===== config.mk =====
export PLATFORM = sky130hd
export DESIGN_NAME = cam_stream_gen
export DESIGN_NICKNAME = d
export VERILOG_FILES = /design/src/rtl/cam_pkg.sv /design/src/rtl/cam_timing_counter.sv /design/src/rtl/cam_stream_gen.sv
export SDC_FILE = /design/constraint.sdc
export NUM_CORES = 1
export LEC_CHECK = 0
export CAP_MARGIN = 20
export CORE_ASPECT_RATIO = 0.5
export CORE_MARGIN = 3
export CORE_UTILIZATION = 57
export DETAILED_ROUTE_END_ITERATION = 10
export GPL_TIMING_DRIVEN = 0
export MAX_ROUTING_LAYER = met4
export PLACE_DENSITY = 0.85
export SYNTH_ARGS = -nofsm -noshare
export SYNTH_HDL_FRONTEND = slang
export SYNTH_SLANG_ARGS = --single-unit

===== constraint.sdc =====
create_clock -name pclk -period 5.7 [get_ports pclk]
set_input_delay 0.57 -clock pclk [delete_from_list [all_inputs] [get_ports pclk]]
set_output_delay 0.57 -clock pclk [all_outputs]
set_load 0.01 [all_outputs]

===== src/rtl/cam_pkg.sv =====
// Shared camera stream types: region state, RGB565 bar colours and default
// OV7670-style VGA timing, also used by the capture block's bench.
package cam_pkg;

    typedef enum logic [2:0] {IDLE, VSYNC, BACK, ACTIVE, FRONT} cam_state_e;

    localparam int CAM_H_ACTIVE    = 640;
    localparam int CAM_V_ACTIVE    = 480;
    localparam int CAM_H_BLANK     = 144;
    localparam int CAM_VSYNC_LINES = 3;
    localparam int CAM_V_BACK      = 17;
    localparam int CAM_V_FRONT     = 10;

    localparam logic [15:0] RGB_WHITE   = 16'hFFFF;
    localparam logic [15:0] RGB_YELLOW  = 16'hFFE0;
    localparam logic [15:0] RGB_CYAN    = 16'h07FF;
    localparam logic [15:0] RGB_GREEN   = 16'h07E0;
    localparam logic [15:0] RGB_MAGENTA = 16'hF81F;
    localparam logic [15:0] RGB_RED     = 16'hF800;
    localparam logic [15:0] RGB_BLUE    = 16'h001F;
    localparam logic [15:0] RGB_BLACK   = 16'h0000;

    function automatic cam_state_e region(int v, int vs, int vb, int va);
        if (v < vs)           return VSYNC;
        if (v < vs + vb)      return BACK;
        if (v < vs + vb + va) return ACTIVE;
        return FRONT;
    endfunction

    function automatic logic [15:0] bar_color(logic [2:0] bar);
        case (bar)
            3'd0:    return RGB_WHITE;
            3'd1:    return RGB_YELLOW;
            3'd2:    return RGB_CYAN;
            3'd3:    return RGB_GREEN;
            3'd4:    return RGB_MAGENTA;
            3'd5:    return RGB_RED;
            3'd6:    return RGB_BLUE;
            default: return RGB_BLACK;
        endcase
    endfunction

endpackage


===== src/rtl/cam_timing_counter.sv =====
// Frame position counters and region FSM; exposes next-cycle position so the
// stream outputs can be registered and still line up with the counters.
module cam_timing_counter
    import cam_pkg::*;
#(
    parameter int H_ACTIVE    = CAM_H_ACTIVE,
    parameter int V_ACTIVE    = CAM_V_ACTIVE,
    parameter int H_BLANK     = CAM_H_BLANK,
    parameter int VSYNC_LINES = CAM_VSYNC_LINES,
    parameter int V_BACK      = CAM_V_BACK,
    parameter int V_FRONT     = CAM_V_FRONT,
    localparam int H_TOTAL    = 2 * H_ACTIVE + H_BLANK,
    localparam int V_TOTAL    = VSYNC_LINES + V_BACK + V_ACTIVE + V_FRONT,
    localparam int HW         = $clog2(H_TOTAL),
    localparam int VW         = $clog2(V_TOTAL)
) (
    input  logic          clk_i,
    input  logic          rst_i,
    input  logic          enable_i,
    output cam_state_e    state_nxt_o,
    output logic [HW-1:0] h_nxt_o,
    output logic [VW-1:0] v_nxt_o,
    output logic          frame_done_o
);

    cam_state_e    state_q, state_d;
    logic [HW-1:0] h_q, h_d;
    logic [VW-1:0] v_q, v_d;
    logic          frame_done_q, frame_done_d;
    logic          h_last, v_last;

    assign h_last = (h_q == HW'(H_TOTAL - 1));
    assign v_last = (v_q == VW'(V_TOTAL - 1));

    always_comb begin
        state_d = state_q;
        h_d     = h_q;
        v_d     = v_q;
        if (state_q == IDLE) begin
            h_d = '0;
            v_d = '0;
            if (enable_i) state_d = VSYNC;
        end else begin
            if (h_last) begin
                h_d = '0;
                v_d = v_last ? '0 : v_q + 1'b1;
            end else begin
                h_d = h_q + 1'b1;
            end
            // enable only matters on the frame wrap, so a frame is never cut short
            if (h_last && v_last) state_d = enable_i ? VSYNC : IDLE;
            else                  state_d = region(int'(v_d), VSYNC_LINES, V_BACK, V_ACTIVE);
        end
        frame_done_d = (state_d != IDLE) && (h_d == HW'(H_TOTAL - 1)) &&
                       (v_d == VW'(V_TOTAL - 1));
    end

    always_ff @(posedge clk_i or posedge rst_i) begin
        if (rst_i) begin
            state_q      <= IDLE;
            h_q          <= '0;
            v_q          <= '0;
            frame_done_q <= 1'b0;
        end else begin
            state_q      <= state_d;
            h_q          <= h_d;
            v_q          <= v_d;
            frame_done_q <= frame_done_d;
        end
    end

    assign state_nxt_o  = state_d;
    assign h_nxt_o      = h_d;
    assign v_nxt_o      = v_d;
    assign frame_done_o = frame_done_q;

endmodule


===== src/rtl/cam_stream_gen.sv =====
// OV7670-style camera emulator: frame buffer reads serialised as RGB565 bytes.
// Define TEST_PATTERN_EN to replace the frame buffer with 8 vertical colour bars.
module cam_stream_gen
    import cam_pkg::*;
#(
    parameter int H_ACTIVE    = CAM_H_ACTIVE,
    parameter int V_ACTIVE    = CAM_V_ACTIVE,
    parameter int H_BLANK     = CAM_H_BLANK,
    parameter int VSYNC_LINES = CAM_VSYNC_LINES,
    parameter int V_BACK      = CAM_V_BACK,
    parameter int V_FRONT     = CAM_V_FRONT
) (
    input  logic        pclk,
    input  logic        reset,
    input  logic        enable,
    output logic        rd_en,
    output logic [9:0]  rd_x,
    output logic [9:0]  rd_y,
    input  logic [15:0] pixel,
    output logic        cam_vsync,
    output logic        href,
    output logic [7:0]  data,
    output logic        frame_done
);

    localparam int H_TOTAL = 2 * H_ACTIVE + H_BLANK;
    localparam int V_TOTAL = VSYNC_LINES + V_BACK + V_ACTIVE + V_FRONT;
    localparam int HW      = $clog2(H_TOTAL);
    localparam int VW      = $clog2(V_TOTAL);

    cam_state_e    state_n;
    logic [HW-1:0] h_n;
    logic [VW-1:0] v_n;

    logic       vsync_q, vsync_d, href_q, href_d, rd_en_q, rd_en_d;
    logic [7:0] data_q, data_d;
    logic [9:0] rd_x_q, rd_x_d, rd_y_q, rd_y_d;

    cam_timing_counter #(
        .H_ACTIVE(H_ACTIVE), .V_ACTIVE(V_ACTIVE), .H_BLANK(H_BLANK),
        .VSYNC_LINES(VSYNC_LINES), .V_BACK(V_BACK), .V_FRONT(V_FRONT)
    ) u_timing (
        .clk_i(pclk), .rst_i(reset), .enable_i(enable),
        .state_nxt_o(state_n), .h_nxt_o(h_n), .v_nxt_o(v_n),
        .frame_done_o(frame_done)
    );

    always_comb begin
        vsync_d = (state_n == VSYNC);
        href_d  = (state_n == ACTIVE) && (int'(h_n) < 2 * H_ACTIVE);
    end

`ifdef TEST_PATTERN_EN
    logic [15:0] bar_w;

    always_comb begin
        bar_w   = bar_color(3'((int'(h_n) / 2) * 8 / H_ACTIVE));
        rd_en_d = 1'b0;
        rd_x_d  = '0;
        rd_y_d  = '0;
        data_d  = '0;
        if (href_d) data_d = h_n[0] ? bar_w[7:0] : bar_w[15:8];
    end
`else
    logic [7:0] pix_lo_q;
    logic       rd_vld_q;
    int         h2, v2;

    // Read issues two positions ahead: the high byte goes straight from the
    // returning read data, so only the low byte needs to be held.
    always_comb begin
        h2 = int'(h_n) + 2;
        v2 = int'(v_n);
        if (h2 >= H_TOTAL) begin
            h2 = h2 - H_TOTAL;
            v2 = v2 + 1;
        end
        rd_en_d = (state_n != IDLE) && (v2 >= VSYNC_LINES + V_BACK) &&
                  (v2 < VSYNC_LINES + V_BACK + V_ACTIVE) &&
                  (h2 < 2 * H_ACTIVE) && ((h2 % 2) == 0);
        rd_x_d  = (state_n == IDLE) ? '0 : rd_x_q;
        rd_y_d  = (state_n == IDLE) ? '0 : rd_y_q;
        if (rd_en_d) begin
            rd_x_d = 10'(h2 / 2);
            rd_y_d = 10'(v2 - VSYNC_LINES - V_BACK);
        end
        data_d = '0;
        if (href_d) data_d = h_n[0] ? pix_lo_q : pixel[15:8];
    end

    always_ff @(posedge pclk or posedge reset) begin
        if (reset) begin
            rd_vld_q <= 1'b0;
            pix_lo_q <= '0;
        end else begin
            rd_vld_q <= rd_en_q;
            if (rd_vld_q) pix_lo_q <= pixel[7:0];
        end
    end
`endif

    always_ff @(posedge pclk or posedge reset) begin
        if (reset) begin
            vsync_q <= 1'b0;
            href_q  <= 1'b0;
            data_q  <= '0;
            rd_en_q <= 1'b0;
            rd_x_q  <= '0;
            rd_y_q  <= '0;
        end else begin
            vsync_q <= vsync_d;
            href_q  <= href_d;
            data_q  <= data_d;
            rd_en_q <= rd_en_d;
            rd_x_q  <= rd_x_d;
            rd_y_q  <= rd_y_d;
        end
    end

    assign cam_vsync = vsync_q;
    assign href      = href_q;
    assign data      = data_q;
    assign rd_en     = rd_en_q;
    assign rd_x      = rd_x_q;
    assign rd_y      = rd_y_q;

endmodule


# [Word level (Yosys, flattened, before mapping)]
# Index checks and enable logic that the tools add are counted.
# Widths: inputs -> output; s select.
[word_totals] wordCells=83 input_bits=19 reg_bits=64
[op_classes] n_addsub=8 muxes=35 reduce_logical=13 n_eq_ne=6 n_lt_le_gt_ge=8 bitwise_logic=1
[op_table] operator="$mux 10" count=4
[op_table] operator="$mux 9" count=4
[op_table] operator="$ge 32x6->1 const B" count=1
[op_table] operator="$logic_not 32->1" count=1
[op_table] operator="$lt 32x10->1 const B" count=1
[op_table] operator="$lt 32x12->1 const B" count=1
[op_table] operator="$mux 32" count=1
[op_table] operator="$mux 3" count=9
[op_table] operator="$eq 11x11->1 const B" count=2
[op_table] operator="$mux 11" count=2
[op_table] operator="$eq 9x9->1 const B" count=2
[op_table] operator="$mux 8" count=2
[op_table] operator="$mux 1" count=13
[op_table] operator="$sub 12x11->13 const B" count=1
[op_table] operator="$add 11x2->12 const B" count=1
[op_table] operator="$ge 12x11->1 const B" count=1
[op_table] operator="$add 11x1->11 const B" count=1
[op_table] operator="$lt 11x11->1 const B" count=1
[op_table] operator="$add 10x1->10" count=1
[op_table] operator="$add 9x1->10 const B" count=1
[op_table] operator="$sub 10x2->10 const B" count=1
[op_table] operator="$sub 10x6->10 const B" count=1
[op_table] operator="$add 9x1->9 const B" count=1
[op_table] operator="$lt 9x2->1 const B" count=1
[op_table] operator="other kinds (9)" count=17

# [Longest topological paths before layout]
[logic_depth] ltp_word=26 depth_mapped=25

# [By module]
# From an unflattened synthesis, not the netlist that was laid out.
[unflattened] hier_cells=490 area_unflattened_um2=4428.0
[modules_own_cells] mod="cam_stream_gen" instances=1 area_per_inst_um2=3001.6 seq_area_each_um2=1001.0 cells_per_inst=325
[modules_own_cells] mod="cam_timing_counter" instances=1 area_per_inst_um2=1426.4 seq_area_each_um2=600.6 cells_per_inst=165

# [Worst setup path before layout]
# Ideal clock, no wire load.
[synth_path] kind="register -> register" startpoint="register u_timing.h_q[0]" endpoint="register rd_y_q[2] (netlist: rd_y[2])" stages_incl_launch_ff=26 t_arrival_ps=4917 setup_slack_ps=703 n_path_buf=3 synth_period_minus_slack_ps=4997 setup_ps=79 required_ps=5621 path_cell_list="dfrtp_1 ha_1 nand4_1 nor3_2 nor2_1 nand2_1 inv_1 ha_1 and4_1 buf_2 nand2_2 or3_4 a2111oi_1 o211ai_1 nand2_1 buf_2 nand3_1 xor2_1 ha_1 nand2_1 or3_1 a21boi_1 o41ai_2 a41oi_2 buf_6 mux2i_1"
[synth_between] elab_cells_between_ends=51 classes_between="add/sub (6); order compare (7); eq/ne (1); mux (27); bitwise (1); reduce/logical (9)"
[synth_rtl] item="start, declared" line="cam_timing_counter.sv:27" text="logic [HW-1:0] h_q, h_d;"
[synth_rtl] item="start signal, assigned" line="cam_timing_counter.sv:61" text="h_q <= '0;"
[synth_rtl] item="start signal, assigned" line="cam_timing_counter.sv:66" text="h_q <= h_d;"
[synth_rtl] item="$add 11x1->11 / $eq 11x11->1 (equally long branches)" line="cam_timing_counter.sv:48, cam_timing_counter.sv:32"
[synth_rtl] item="$mux 11 (*)" line="cam_timing_counter.sv:44" text="if (h_last) begin"
[synth_rtl] item="$mux 11 (*)" line="cam_timing_counter.sv:39" text="if (state_q == IDLE) begin"
[synth_rtl] item="net h_n[1]" line="cam_stream_gen.sv:32" text="logic [HW-1:0] h_n;"
[synth_rtl] item="$add 11x2->12 (*)" line="cam_stream_gen.sv:72" text="h2 = int'(h_n) + 2;"
[synth_rtl] item="parallel branches: the longest is 8 deep, another holds $ge 12x11->1"
[synth_rtl] item="end signal, assigned" line="cam_stream_gen.sv:116" text="rd_y_q <= rd_y_d;"
[synth_rtl] item="end, declared" line="cam_stream_gen.sv:37" text="logic [9:0] rd_x_q, rd_x_d, rd_y_q, rd_y_d;"
# Mark *: on every way through the listed nets, which the timed path passes. The select of a mux whose other input is x is not followed.
# A chain may end at the register's enable or synchronous reset.

# [Worst setup path after layout]
[layout_path] startpoint="register u_timing.h_q[4]" endpoint="register rd_x_q[3] (netlist: rd_x[3])"
[layout_between] elab_cells_between_ends=50 classes_between="add/sub (5); order compare (7); eq/ne (1); mux (27); bitwise (1); reduce/logical (9)"
[layout_rtl] item="$eq 11x11->1 (*)" line="cam_timing_counter.sv:32" text="assign h_last = (h_q == HW'(H_TOTAL - 1));"
[layout_rtl] item="$mux 11 (*)" line="cam_timing_counter.sv:44"
[layout_rtl] item="$mux 11 (*)" line="cam_timing_counter.sv:39"
[layout_rtl] item="net h_n[1]" line="cam_stream_gen.sv:32"
[layout_rtl] item="$add 11x2->12 (*)" line="cam_stream_gen.sv:72"
[layout_rtl] item="$ge 12x11->1" line="cam_stream_gen.sv:74" text="if (h2 >= H_TOTAL) begin"
[layout_rtl] item="$mux 10" line="cam_stream_gen.sv:74"
[layout_rtl] item="$ge 32x6->1" line="cam_stream_gen.sv:78" text="rd_en_d = (state_n != IDLE) && (v2 >= VSYNC_LINES + V_BACK) &&"
[layout_rtl] item="$logic_and 1x1->1 (2 in a row)" line="cam_stream_gen.sv:78"
[layout_rtl] item="$logic_and 1x1->1" line="cam_stream_gen.sv:79" text="(v2 < VSYNC_LINES + V_BACK + V_ACTIVE) &&"
[layout_rtl] item="$logic_and 1x1->1" line="cam_stream_gen.sv:80" text="(h2 < 2 * H_ACTIVE) && ((h2 % 2) == 0);"
[layout_rtl] item="$mux 10 / $reduce_bool 2->1 (equally long branches)"
[layout_rtl] item="end signal, assigned" line="cam_stream_gen.sv:115" text="rd_x_q <= rd_x_d;"
[layout_rtl] item="end, declared" line="cam_stream_gen.sv:37"
# The timed path passes the listed nets; every way through them passes the cells marked *. The select of a mux whose other input is x is not followed.

==> impl_summary.txt <==
----------------------------------------------------
[Place]
  Post-Place Setup Slack ... -134 ps
  Final HPWL DP ... 7.84 mm
  Number of buffers added on ports ... 50
  GP Congestion ... 0.942

[Timing]
  Setup violation total in the final timing report ... 0
  Worst-margin pin slew ... 919 ps
  Post-route clock skew ... 6.40 ps
  Worst hold slack ... 371 ps
  Final worst-path setup slack ... 282 ps
  Relative slew slack ... 0.383
  Count of final hold-check violations ... 0
  Fin. max-slew vios ... 0
  Highest clock frequency the design can meet ... 185 MHz
  Fin crit period ... 5420 ps
  Fin crit share ... 0.951

[Synthesis]
  Synth cell types ... 71
  Post-synthesis average cell area ... 8.83 sq um
  Fraction of registers with async set or reset after synthesis ... 1.00
  Synth area leaders ... sky130_fd_sc_hd__dfrtp_1 (36%), sky130_fd_sc_hd__nand2_1 (5.8%), sky130_fd_sc_hd__xnor2_1 (4.9%)
  Yosys reg bits ... 64
  Post-synthesis instance area ... 4440 sq um
  Synthesized net count ... 534
  Most instantiated cells after synthesis ... sky130_fd_sc_hd__nand2_1 (69), sky130_fd_sc_hd__dfrtp_1 (64), sky130_fd_sc_hd__nor2_1 (40)
  Primary flip-flop cell chosen by synthesis mapping ... sky130_fd_sc_hd__dfrtp_1
  Fraction of synthesized cell area taken by the top area cell type ... 0.361
  Most frequently used cell type in the post-synthesis netlist ... sky130_fd_sc_hd__nand2_1
  Proportion of synthesized chip area in sequential cells ... 0.361
  Count of mapped cells out of synthesis ... 503
  Count of flip-flops with a built-in enable after synthesis ... 0
  Cell taking the most area after synthesis ... sky130_fd_sc_hd__dfrtp_1
  Total number of yosys warnings ... 0

[Setup path]
  Nature of the critical path endpoint ... flip-flop
  Setup CP Type ... flip-flop to flip-flop
  Reg-to-reg critical path endpoint ... rd_x[3]
  Worst Path Required ... 5950 ps
  Critical path fanouts, max ... 10
  Worst endpoint data arrival time ... 5670 ps
  Kind of start point of the critical path ... flip-flop
  Flop-to-flop setup slack ... 280 ps
  Buf+Inv Stages, Crit Path ... 5
  CP max-delay cell ... sky130_fd_sc_hd__or4b_4
  Beginning of the worst register-to-register path ... u_timing.h_q[4]
  Number of cells traversed by the worst register-to-register path ... 25
  Start point of the critical path ... u_timing.h_q[4]
  Worst path top cell family by delay ... simple AND/OR/NAND/NOR gates
  Biggest cell delay along the critical path ... 550 ps

[Final layout]
  Number of nets in the finished design ... 600
  Fill cell instance count of the final layout ... 527
  Layout cell share with drive strength beyond 1 ... 0.134
  Area added between synthesis and finish ... 22.7%
  Antenna diode count ... 0
  Area occupied by registers ... 1600 sq um
  Area taken by multi-input logic gates ... 2660 sq um

[Die]
  Die boundary height ... 68.4 um
  Num rows ... 22
  Initial cell density of the core ... 0.598
  Horizontal die dimension ... 131 um
  Count of pins on the block boundary ... 51
  Core region area ... 7430 sq um
  Die ar. ... 8950 sq um

[CTS]
  Number of buffers created by CTS ... 9
  Clock tree from TritonCTS ... built
  Sinks on the clock net ... 64
  Worst-Skew Late Latency ... 330 ps
  Worst-path clk slew ... 50 ps
  Root buffer selected by CTS ... sky130_fd_sc_hd__clkbuf_16
  Number of levels in the clock H-tree ... 3
  Worst-case clock buffer depth ... 2

[Routing]
  Post-DRT Antenna Nets ... 0
  Via count of the routed design ... 3905
  Number of DRC violations after detailed-routing iteration 0 ... 298
  DRC Markers ... 0
  Vias per Instance ... 5.84
  Final routed wire length divided by cell count ... 16.8 um
  Pre-Repair DR Iteration Count ... 6
  Routed wire length ... 11.2 mm

[Min path]
  Worst hold stages ... 0
  Type of the worst min-delay path ... flip-flop to flip-flop
  Endpoint with the worst hold slack ... rd_vld_q
  Start point of the worst min-delay path ... rd_en

[GRT]
  Wire length of the first global-routing pass ... 17.4 mm
  Global route overflow ... 0
  Overall Global Routing Usage ... 0.262
  Vias in the first global route ... 3546
  Number of antenna violations at the first check in global routing ... 0
  Largest net degree at the start of global routing ... 38

[Power]
  Power density relative to cell area ... 314 nW/um^2
  Peak supply drop ... 215 uV
  Power after layout ... 1.71 mW
  Leakage power of the design ... 2.28 nW

[Status]
  Outcome ... finished, final reports clean

[Job]
  Max Cap Viol ... 0

----------------------------------------------------
-- sequential cells by signal, summed over array words and instances, names as in the netlist --
signal / cells
cam_vsync: 1
data: 8
href: 1
pix_lo_q: 8
rd_en: 1
rd_vld_q: 1
rd_x: 10
rd_y: 10
u_timing.frame_done_o: 1
u_timing.h_q: 11
u_timing.state_q: 3
u_timing.v_q: 9
-- metal layers --
metal | vias up | GRT usage | part of all wire
li1 | 1897 | - | -
met3 | 12 | 0.0748 | 0.087
met4 | 0 | 0.0705 | 0.0078
met5 | - | - | 0
met2 | 166 | 0.376 | 0.43
met1 | 1830 | 0.362 | 0.48
-- cell families after synthesis --
logic type / after synthesis / share of synthesized area
compound gates: 93 / 0.137
xor+xnor: 45 / 0.0887
fa+ha+maj: 12 / 0.0338
buf+inv: 43 / 0.0524
flops: 64 / 0.361
mux: 31 / 0.0735
simple gates: 215 / 0.254
-- stage by stage --
step | cells | TNS, ps | cell area, sq um | util
floorplan | 503 | 0 | 4440 | -
global placement | 649 | -99.2 | 5060 | 0.681
detailed placement | 650 | -2180 | 5080 | 0.684
CTS | 665 | 0 | 5390 | 0.725
global route | 669 | -705 | 5450 | 0.734
finish | 669 | 0 | 5450 | 0.734
-- cell type report --
type	count	area share
clock inverters	3	0.00780
repair buffers	55	0.101
well taps	96	0.0220
inverters	18	0.0124
multi-input cells	396	0.487
flip-flops and latches	64	0.294
plain buffers	25	0.0308
clock buffers	12	0.0452
-- worst register-to-register path: stages (launching register included) --
cell and delay (ps):
sky130_fd_sc_hd__dfrtp_1 360, sky130_fd_sc_hd__buf_4 170, sky130_fd_sc_hd__or4b_4 550, sky130_fd_sc_hd__nor3_4 280, sky130_fd_sc_hd__nor2_2 100, sky130_fd_sc_hd__nand2_1 150, sky130_fd_sc_hd__inv_1 100, sky130_fd_sc_hd__ha_1 240
sky130_fd_sc_hd__and4_1 160, sky130_fd_sc_hd__buf_2 160, sky130_fd_sc_hd__nor4_1 230, sky130_fd_sc_hd__a31oi_1 80, sky130_fd_sc_hd__o21ai_2 270, sky130_fd_sc_hd__o211ai_1 210, sky130_fd_sc_hd__nand2_2 190, sky130_fd_sc_hd__clkbuf_4 230
sky130_fd_sc_hd__nand3_1 130, sky130_fd_sc_hd__xor2_2 200, sky130_fd_sc_hd__ha_1 190, sky130_fd_sc_hd__nand2_1 50, sky130_fd_sc_hd__or3_1 310, sky130_fd_sc_hd__a21boi_1 190, sky130_fd_sc_hd__o41ai_2 100, sky130_fd_sc_hd__a41oi_2 270
sky130_fd_sc_hd__buf_6 210, sky130_fd_sc_hd__mux2i_1 210
-- cell usage in the layout (no fill, tap or decap), types with 16 or more instances in the layout --
cell type,n
sky130_fd_sc_hd__clkdlybuf4s50_1,50
sky130_fd_sc_hd__xnor2_1,25
sky130_fd_sc_hd__xor2_1,19
sky130_fd_sc_hd__inv_1,16
sky130_fd_sc_hd__nand3_1,20
sky130_fd_sc_hd__mux2i_1,21
sky130_fd_sc_hd__nor2_1,39
sky130_fd_sc_hd__dfrtp_1,64
sky130_fd_sc_hd__nand2_1,68
sky130_fd_sc_hd__a21oi_1,33
sky130_fd_sc_hd__o21ai_0,19
-- worst max path at each step --
stage / cells after the start / endpoint / slack (ps)
3_5_place_dp: 25 / rd_y[8] / -130
6_report: 25 / rd_x[3] / 280
2_1_floorplan: 25 / rd_y[2] / 700
5_1_grt: 25 / rd_y[7] / -70
4_1_cts: 25 / rd_x[3] / 40
3_3_place_gp: 25 / rd_x[1] / -10
-- power breakdown --
part | switching (mW) | total (mW) | leakage, nW | internal (mW)
logic | 0.429 | 0.677 | 1.27 | 0.248
registers | 0.0178 | 0.498 | 0.865 | 0.480
clock network | 0.188 | 0.535 | 0.139 | 0.347
-- repair_timing --
action                                  CTS  global route
resized for setup                         3             7
endpoints found under the setup margin   19            21
pin swaps                                 0             2
hold buffers                              0             0
setup buffers                             0             4
No activity file was read; power rests on OpenSTA's default activity.
